==> src/rtl/ace_pkg.sv <==
// Shared ACE snoop types: AC snoop opcodes, decoder snoop info, CR response bits
// and the accumulator used while merging per-port snoop responses.
package ace_pkg;

  typedef enum logic [3:0] {
    ACSNOOP_READ_ONCE          = 4'b0000,
    ACSNOOP_READ_SHARED        = 4'b0001,
    ACSNOOP_READ_CLEAN         = 4'b0010,
    ACSNOOP_READ_NOT_SHARED_DIRTY = 4'b0011,
    ACSNOOP_READ_UNIQUE        = 4'b0111,
    ACSNOOP_CLEAN_SHARED       = 4'b1000,
    ACSNOOP_CLEAN_INVALID      = 4'b1001,
    ACSNOOP_MAKE_INVALID       = 4'b1101
  } acsnoop_t;

  typedef struct packed {
    acsnoop_t snoop_trs;
    logic     accepts_dirty;
  } snoop_info_t;

  // Field order places WasUnique at bit 4 and DataTransfer at bit 0.
  typedef struct packed {
    logic was_unique;
    logic is_shared;
    logic pass_dirty;
    logic error;
    logic data_transfer;
  } crresp_t;

  typedef struct packed {
    logic data_avail;
    logic pass_dirty;
    logic is_shared;
    logic was_unique;
    logic error;
  } merge_flags_t;

  typedef enum logic [1:0] {
    ST_IDLE,
    ST_SNOOP,
    ST_RESP
  } disp_state_e;

  localparam int unsigned CrRespWidth = 5;

  function automatic merge_flags_t merge_flags_or(input merge_flags_t acc, input crresp_t r);
    merge_flags_t res;
    res            = acc;
    res.pass_dirty = acc.pass_dirty | r.pass_dirty;
    res.is_shared  = acc.is_shared  | r.is_shared;
    res.was_unique = acc.was_unique | r.was_unique;
    res.error      = acc.error      | r.error;
    return res;
  endfunction

endpackage

==> src/rtl/ace_snoop_resp_merge.sv <==
// Folds one port's CR handshake into the running snoop result; chaining these in
// ascending port order keeps the lowest-index DataTransfer port.
module ace_snoop_resp_merge
  import ace_pkg::*;
#(
  parameter int unsigned IdxWidth = 2
) (
  input  logic                hs_i,
  input  crresp_t             resp_i,
  input  logic [IdxWidth-1:0] idx_i,
  input  merge_flags_t        flags_i,
  input  logic [IdxWidth-1:0] port_i,
  output merge_flags_t        flags_o,
  output logic [IdxWidth-1:0] port_o
);

  always_comb begin
    flags_o = flags_i;
    port_o  = port_i;
    if (hs_i) begin
      flags_o = merge_flags_or(flags_i, resp_i);
      if (resp_i.data_transfer && (!flags_i.data_avail || (idx_i < port_i))) begin
        flags_o.data_avail = 1'b1;
        port_o             = idx_i;
      end
    end
  end

endmodule

==> src/rtl/ace_snoop_dispatcher.sv <==
// Broadcasts one AC snoop to every master except the initiator, collects the CR
// responses and presents a single merged snoop result downstream.
module ace_snoop_dispatcher
  import ace_pkg::*;
#(
  parameter int unsigned NumPorts  = 4,
  parameter int unsigned AddrWidth = 64,
  parameter int unsigned IdxWidth  = (NumPorts > 1) ? $clog2(NumPorts) : 1
) (
  input  logic                            clk_i,
  input  logic                            rst_i,
  input  logic                            req_valid_i,
  output logic                            req_ready_o,
  input  logic [AddrWidth-1:0]            req_addr_i,
  input  logic [2:0]                      req_prot_i,
  input  snoop_info_t                     req_snoop_info_i,
  input  logic [IdxWidth-1:0]             req_initiator_i,
  output logic [NumPorts-1:0]             ac_valid_o,
  input  logic [NumPorts-1:0]             ac_ready_i,
  output logic [AddrWidth-1:0]            ac_addr_o,
  output acsnoop_t                        ac_snoop_o,
  output logic [2:0]                      ac_prot_o,
  input  logic [NumPorts-1:0]             cr_valid_i,
  output logic [NumPorts-1:0]             cr_ready_o,
  input  logic [NumPorts*CrRespWidth-1:0] cr_resp_i,
  output logic                            rsp_valid_o,
  input  logic                            rsp_ready_i,
  output logic                            rsp_data_avail_o,
  output logic [IdxWidth-1:0]             rsp_data_port_o,
  output logic                            rsp_pass_dirty_o,
  output logic                            rsp_is_shared_o,
  output logic                            rsp_was_unique_o,
  output logic                            rsp_error_o,
  output logic                            rsp_writeback_o
);

  disp_state_e          state_q, state_d;
  logic                 rdy_q, rdy_d;
  logic [AddrWidth-1:0] addr_q, addr_d;
  logic [2:0]           prot_q, prot_d;
  snoop_info_t          info_q, info_d;
  logic [NumPorts-1:0]  mask_q, mask_d;
  logic [NumPorts-1:0]  ac_done_q, ac_done_d;
  logic [NumPorts-1:0]  cr_done_q, cr_done_d;
  merge_flags_t         flags_q, flags_d;
  logic [IdxWidth-1:0]  port_q, port_d;

  logic                 in_snoop, in_resp;
  logic [NumPorts-1:0]  req_mask;
  logic [NumPorts-1:0]  ac_hs, cr_hs;
  merge_flags_t         flags_chain [NumPorts+1];
  logic [IdxWidth-1:0]  port_chain  [NumPorts+1];

  assign in_snoop = (state_q == ST_SNOOP);
  assign in_resp  = (state_q == ST_RESP);

  assign flags_chain[0] = flags_q;
  assign port_chain[0]  = port_q;

  for (genvar gi = 0; gi < NumPorts; gi++) begin : g_port
    assign req_mask[gi] = (req_initiator_i != IdxWidth'(gi));

    ace_snoop_resp_merge #(
      .IdxWidth (IdxWidth)
    ) u_merge (
      .hs_i    (cr_hs[gi]),
      .resp_i  (crresp_t'(cr_resp_i[gi*CrRespWidth +: CrRespWidth])),
      .idx_i   (IdxWidth'(gi)),
      .flags_i (flags_chain[gi]),
      .port_i  (port_chain[gi]),
      .flags_o (flags_chain[gi+1]),
      .port_o  (port_chain[gi+1])
    );
  end

  // A port's CR is only accepted once its AC handshake has been registered.
  assign ac_valid_o = in_snoop ? (mask_q & ~ac_done_q) : '0;
  assign cr_ready_o = in_snoop ? (ac_done_q & ~cr_done_q) : '0;
  assign ac_hs      = ac_valid_o & ac_ready_i;
  assign cr_hs      = cr_ready_o & cr_valid_i;

  assign ac_addr_o  = addr_q;
  assign ac_snoop_o = info_q.snoop_trs;
  assign ac_prot_o  = prot_q;

  assign req_ready_o      = rdy_q;
  assign rsp_valid_o      = in_resp;
  assign rsp_data_avail_o = in_resp & flags_q.data_avail;
  assign rsp_data_port_o  = in_resp ? port_q : '0;
  assign rsp_pass_dirty_o = in_resp & flags_q.pass_dirty;
  assign rsp_is_shared_o  = in_resp & flags_q.is_shared;
  assign rsp_was_unique_o = in_resp & flags_q.was_unique;
  assign rsp_error_o      = in_resp & flags_q.error;
  assign rsp_writeback_o  = in_resp & flags_q.pass_dirty & ~info_q.accepts_dirty;

  always_comb begin
    state_d   = state_q;
    addr_d    = addr_q;
    prot_d    = prot_q;
    info_d    = info_q;
    mask_d    = mask_q;
    ac_done_d = ac_done_q;
    cr_done_d = cr_done_q;
    flags_d   = flags_q;
    port_d    = port_q;

    unique case (state_q)
      ST_IDLE: begin
        if (req_valid_i && rdy_q) begin
          addr_d    = req_addr_i;
          prot_d    = req_prot_i;
          info_d    = req_snoop_info_i;
          mask_d    = req_mask;
          ac_done_d = '0;
          cr_done_d = '0;
          flags_d   = '0;
          port_d    = '0;
          state_d   = (req_mask == '0) ? ST_RESP : ST_SNOOP;
        end
      end
      ST_SNOOP: begin
        ac_done_d = ac_done_q | ac_hs;
        cr_done_d = cr_done_q | cr_hs;
        flags_d   = flags_chain[NumPorts];
        port_d    = port_chain[NumPorts];
        if (cr_done_d == mask_q) begin
          state_d = ST_RESP;
        end
      end
      ST_RESP: begin
        if (rsp_ready_i) begin
          state_d = ST_IDLE;
        end
      end
      default: state_d = ST_IDLE;
    endcase

    rdy_d = (state_d == ST_IDLE);
  end

  always_ff @(posedge clk_i) begin
    if (rst_i) begin
      state_q   <= ST_IDLE;
      rdy_q     <= 1'b0;
      addr_q    <= '0;
      prot_q    <= '0;
      info_q    <= '0;
      mask_q    <= '0;
      ac_done_q <= '0;
      cr_done_q <= '0;
      flags_q   <= '0;
      port_q    <= '0;
    end else begin
      state_q   <= state_d;
      rdy_q     <= rdy_d;
      addr_q    <= addr_d;
      prot_q    <= prot_d;
      info_q    <= info_d;
      mask_q    <= mask_d;
      ac_done_q <= ac_done_d;
      cr_done_q <= cr_done_d;
      flags_q   <= flags_d;
      port_q    <= port_d;
    end
  end

endmodule
==> config.mk <==
export PLATFORM = sky130hd
export DESIGN_NAME = ace_snoop_dispatcher
export DESIGN_NICKNAME = d
export VERILOG_FILES = /design/src/rtl/ace_pkg.sv /design/src/rtl/ace_snoop_resp_merge.sv /design/src/rtl/ace_snoop_dispatcher.sv
export SDC_FILE = /design/constraint.sdc
export NUM_CORES = 1
export LEC_CHECK = 0
export CORE_UTILIZATION = 39
export DETAILED_ROUTE_END_ITERATION = 10
export GPL_ROUTABILITY_DRIVEN = 0
export PLACE_DENSITY = 0.8
export SETUP_SLACK_MARGIN = 0.5
export SKIP_CTS_REPAIR_TIMING = 1
export SLEW_MARGIN = 0
export SYNTH_ARGS = -nofsm -noshare
export SYNTH_HDL_FRONTEND = slang
export SYNTH_SLANG_ARGS = --single-unit
==> constraint.sdc <==
create_clock -name clk_i -period 2.37 [get_ports clk_i]
set_clock_uncertainty 0.15 [all_clocks]
set_input_delay 0.3555 -clock clk_i [delete_from_list [all_inputs] [get_ports clk_i]]
set_output_delay 0.3555 -clock clk_i [all_outputs]
set_load 0.02 [all_outputs]
After elaboration in Yosys (flattened, before gate mapping)
Cells that the tools add are included.
{"block": "op_classes", "magnitude_cmp": 4, "n_eq_ne": 7, "muxes": 31, "bitwise": 31, "reduce_logical": 20}
{"operator": "$mux W2", "count": 14}
{"operator": "$mux W5", "count": 5}
{"operator": "$and A4 B4 Y4", "count": 4}
{"operator": "$or A1 B1 Y1", "count": 16}
{"operator": "$pmux W4 S2", "count": 2}
{"operator": "$mux W4", "count": 3}
{"operator": "$pmux W5 S2", "count": 1}
{"operator": "$not A4 Y4", "count": 2}
{"operator": "$or A4 B4 Y4", "count": 2}
{"operator": "$and A1 B1 Y1", "count": 6}
{"operator": "$ne A2 B2 Y1 const B", "count": 3}
{"operator": "$pmux W2 S3", "count": 1}
{"operator": "$logic_and A1 B1 Y1", "count": 5}
{"operator": "$eq A4 B4 Y1", "count": 1}
{"operator": "$logic_not A1 Y1", "count": 4}
{"operator": "$logic_not A2 Y1", "count": 2}
{"operator": "$logic_not A4 Y1", "count": 1}
{"operator": "$logic_or A1 B1 Y1", "count": 4}
{"operator": "$lt A1 B2 Y1 const A", "count": 2}
{"operator": "$lt A2 B2 Y1 const A", "count": 2}
{"operator": "$mux W1", "count": 4}
{"operator": "$pmux W2 S2", "count": 1}
{"operator": "$reduce_and A2 Y1", "count": 2}
{"operator": "$reduce_bool A2 Y1", "count": 2}
{"operator": "other kinds (4)", "count": 4}
{"block": "word_totals", "regBits": 94, "input_bits": 106, "output_inout_bits": 89, "elab_cells": 108}

Depth between registers and ports, before layout
{"block": "depth", "depth_word": 21, "depth_mapped": 7, "mapped_depth_nobuf": 5}

By module
From an unflattened synthesis, not the netlist that was laid out.
{"block": "unflattened", "cells_unflattened": 495, "area_unflattened_um2": 3948.8}
{"module": "ace_snoop_dispatcher", "instances": 1, "cells_each": 443, "area_each_um2": 3498.4, "seq_area_each_um2": 1881.8}
{"module": "ace_snoop_resp_merge", "instances": 4, "cells_each": 13, "area_each_um2": 112.6, "seq_area_each_um2": 0.0}

Worst setup path before layout
Ideal clock, no wire load.
{"block": "synth_timing", "path_kind": "reg-to-output", "start": "register state_q[1]", "end": "output rsp_writeback_o", "arrival_time_ns": 1.522, "required_time_ns": 1.864, "path_slack_ns": 0.343, "path_stages_with_launch": 5, "cell_sequence": "dfxtp_1 > or2b_1 > inv_1 > and2_1 > nor2b_1"}
{"block": "synth_via", "elab_chain_cells": 3}
{"item": "start, declared", "line": "ace_snoop_dispatcher.sv:37", "rtl": "disp_state_e state_q, state_d;"}
{"item": "start signal, assigned", "line": "ace_snoop_dispatcher.sv:154", "rtl": "state_q <= state_d;"}
{"item": "$eq A2 B2 Y1", "line": "ace_snoop_dispatcher.sv:55", "rtl": "assign in_resp = (state_q == ST_RESP);"}
{"item": "via rsp_valid_o", "line": "ace_snoop_dispatcher.sv:26", "rtl": "output logic rsp_valid_o,"}
{"item": "$and A1 B1 Y1"}
{"item": "via rsp_pass_dirty_o", "line": "ace_snoop_dispatcher.sv:30", "rtl": "output logic rsp_pass_dirty_o,"}
{"item": "$and A1 B1 Y1", "line": "ace_snoop_dispatcher.sv:94", "rtl": "assign rsp_writeback_o = in_resp & flags_q.pass_dirty & ~info_q.accepts_dirty;"}
{"item": "end, declared", "line": "ace_snoop_dispatcher.sv:34", "rtl": "output logic rsp_writeback_o"}
The timed path passes the listed nets, and every way through them passes these cells.

Final worst setup path
{"block": "layout_timing", "start": "register state_q[1]", "end": "output rsp_writeback_o"}
{"block": "layout_via", "elab_chain_cells": 3}
{"item": "$eq A2 B2 Y1", "line": "ace_snoop_dispatcher.sv:55"}
{"item": "$and A1 B1 Y1 (2 in series)", "line": "ace_snoop_dispatcher.sv:94"}
Every way passes these cells.

==> flow_summary.toml <==
[outcome]
violations = "DRC"
status = "finished, violations left"

[setup_path]
reg2reg_depth = 8
path_max_fanout = 5
cp-end-kind = "output port"
cp.arrival_ps = 1570
r2r_slack_ps = 470
rr_startpoint = "state_q[0]"
critPathKind = "flip-flop to output port"
cp.required_ps = 1860
rr_endpoint = "port_q[1]"
startpoint_type = "flip-flop"

[logic_synthesis]
synth_common_cells = "nand2_1 (154), dfxtp_1 (94), a21oi_1 (78)"
syn_area_per_cell_sq_um = 7.97
synth_top_family_by_area = "simple AND/OR/NAND/NOR gates"
synth_seq_area_share = 0.519
synth-async-reset-ratio = 0
synth_top_area_cell = "dfxtp_1"
synth_warnings = 0
syn_area_sq_um = 3620
ys_ff_latch = 94
synth_fa_ha_area_frac = 0
synth_nets = 561
post-synth-top-area-fraction = 0.519
synth_edf_count = 0
synthFlopType = "dfxtp_1"
yosys.area_share.xor_xnor = 0.00967
yosys.area_share.simple = 0.247
netlist_instances = 455
synth_cell_type_count = 35
synthMuxAreaShare = 0
synth_compound_area_frac = 0.172
yosysMostFrequentCell = "nand2_1"
synth.area.top_cells = "dfxtp_1 (52%), nand2_1 (16%), a21oi_1 (11%)"

[detailed_routing]
vias = 3847
wl_per_cell_um = 14.7
dr.pass1.iters = 8
viasPerCell = 5.09
routed_wl_um = 11100
dr.first_iter.drc_count = 132
postRouteAntennaNets = 0
drc = 14

[cells_and_area]
finalInstanceArea_sq_um = 6050
multi_input_area_sq_um = 1670
fin_nets = 749
regArea_sq_um = 1890
num_antenna_cells = 0
finalNonFillerCells = 756
drive_above_1_share = 0.114
fillers = 710
syn_to_final_growth_pct = 67.0

[sta]
min_period_over_period = 0.876
relSlewSlack = 0.682
slew_viol_final = 0
maxClockFrequency_mhz = 482
fin_ws_ps = 294
report.final.hold_viol_count = 0
whs_ps = 278
finalCriticalPeriod_ps = 2080
finalSetupViolations = 0
rsz0062_at_grt = "true"
worstMarginPinSlew_ps = 477

[placement]
dp_hpwl_um = 7790
dpl.cell_count = 729
place_area_sq_um = 5660
place_ws_ps = 214
portBuffers = 194

[clock_network]
cts_inserted_buffers = 9
root_buffer = "clkbuf_8"
clock_sinks = 94
htreeDepth = 3
clk_pin_slew_ps = 100
cts_tree = "built"
cts_max_path_buffers = 2
clock_latency_ps = 360

[die]
die_w_um = 98.4
rows = 34
core_sq_um = 8850
dieArea_sq_um = 9680
die_h_um = 98.4
start_util = 0.410
pin_count = 195

[power]
leakage_nw = 2.46
ir_worst_vdd_mv = 0.265
powerDensity_nw_per_um2 = 567
p_total_w = 0.00343

[hold_path]
hold_path_startpoint = "rst_i"
min_to = "ac_done_q[1]"
hold_path_depth = 2
hold_class = "primary input to flip-flop"

[flow_run]
drv_cap = 0

[global_routing]
grt_pass1_vias = 3609
grt_max_degree = 66
antenna_found_initial = 0
grt_use_total = 0.217
gr-total-overflow = 0
grt_pass1_wl_um = 17000
==> power by group <==
group / switching [W] / internal, W
sequential: 0.0000523 / 0.00166
combinational: 0.000362 / 0.000394
clock: 0.000574 / 0.000388
==> worst max path at each step <==
| stage | from | slack [ps] | end | cells past startpoint |
|---|---|---|---|---|
| 6_report | state_q[1] | 290 | rsp_writeback_o | 5 |
| 5_1_grt | state_q[0] | 230 | ac_valid_o[1] | 7 |
| 4_1_cts | state_q[1] | -180 | rsp_writeback_o | 5 |
| 3_5_place_dp | state_q[1] | 210 | rsp_writeback_o | 5 |
| 3_3_place_gp | state_q[1] | 240 | rsp_writeback_o | 5 |
| 2_1_floorplan | state_q[1] | 530 | rsp_writeback_o | 4 |
==> worst max-delay path, cell delays in order (launching register included) <==
cell            delay, ps
dfxtp_4               380
or2b_1                270
inv_2                  90
and2_2                150
nor2b_4               120
dlymetal6s2s_1        220
==> per-stage QoR <==
step	util	setup TNS, ps
floorplan	-	0
global placement	0.640	0
detailed placement	0.640	0
CTS	0.660	-1170
global route	0.684	0
finish	0.684	0
==> per-layer routing <==
layer / share of wire / GRT usage
met1: 0.40 / 0.252
met2: 0.53 / 0.398
met3: 0.058 / 0.0344
met4: 0.018 / 0.0838
met5: 0 / 0
==> cell families after synthesis <==
group / count (synthesis)
simple gates: 209
compound gates: 109
flops: 94
buf+inv: 39
xor+xnor: 4
==> state kept, by name, summed over array words and instances (netlist names) <==
signal,count
ac_snoop_o,4
flags_chain,5
ac_addr_o,64
state_q,2
ac_prot_o,3
req_ready_o,1
cr_done_q,4
mask_q,4
port_q,2
ac_done_q,4
info_q,1
==> final cells by class <==
| class | count | share of cell area |
|---|---|---|
| timing repair buffer | 215 | 0.361 |
| sequential | 94 | 0.312 |
| multi-input combinational | 322 | 0.276 |
| tap | 108 | 0.0223 |
| clock buffer | 10 | 0.0211 |
| clock inverter | 6 | 0.00765 |
| inverter | 1 | 0.000620 |
==> cells in the final DEF (no fill, tap or decap), types with 2 or more instances in the layout <==
master	n
a22oi_1	8
clkbuf_8	9
a21oi_1	78
nor3b_1	3
nor3_2	2
nand4_1	2
nor3_1	6
clkdlybuf4s50_1	164
buf_12	4
nand2_1	151
xor2_1	4
clkinvlp_4	2
a31oi_1	9
dlymetal6s2s_1	18
buf_6	9
dfxtp_1	92
a32oi_1	3
buf_4	14
clkinv_4	2
clkbuf_2	5
nor3b_2	2
nor2b_4	2
nand2b_1	3
nor2_4	2
nand2_4	2
nor2_1	16
and2_1	6
and4b_2	3
Power figures use the tool's default switching activity.
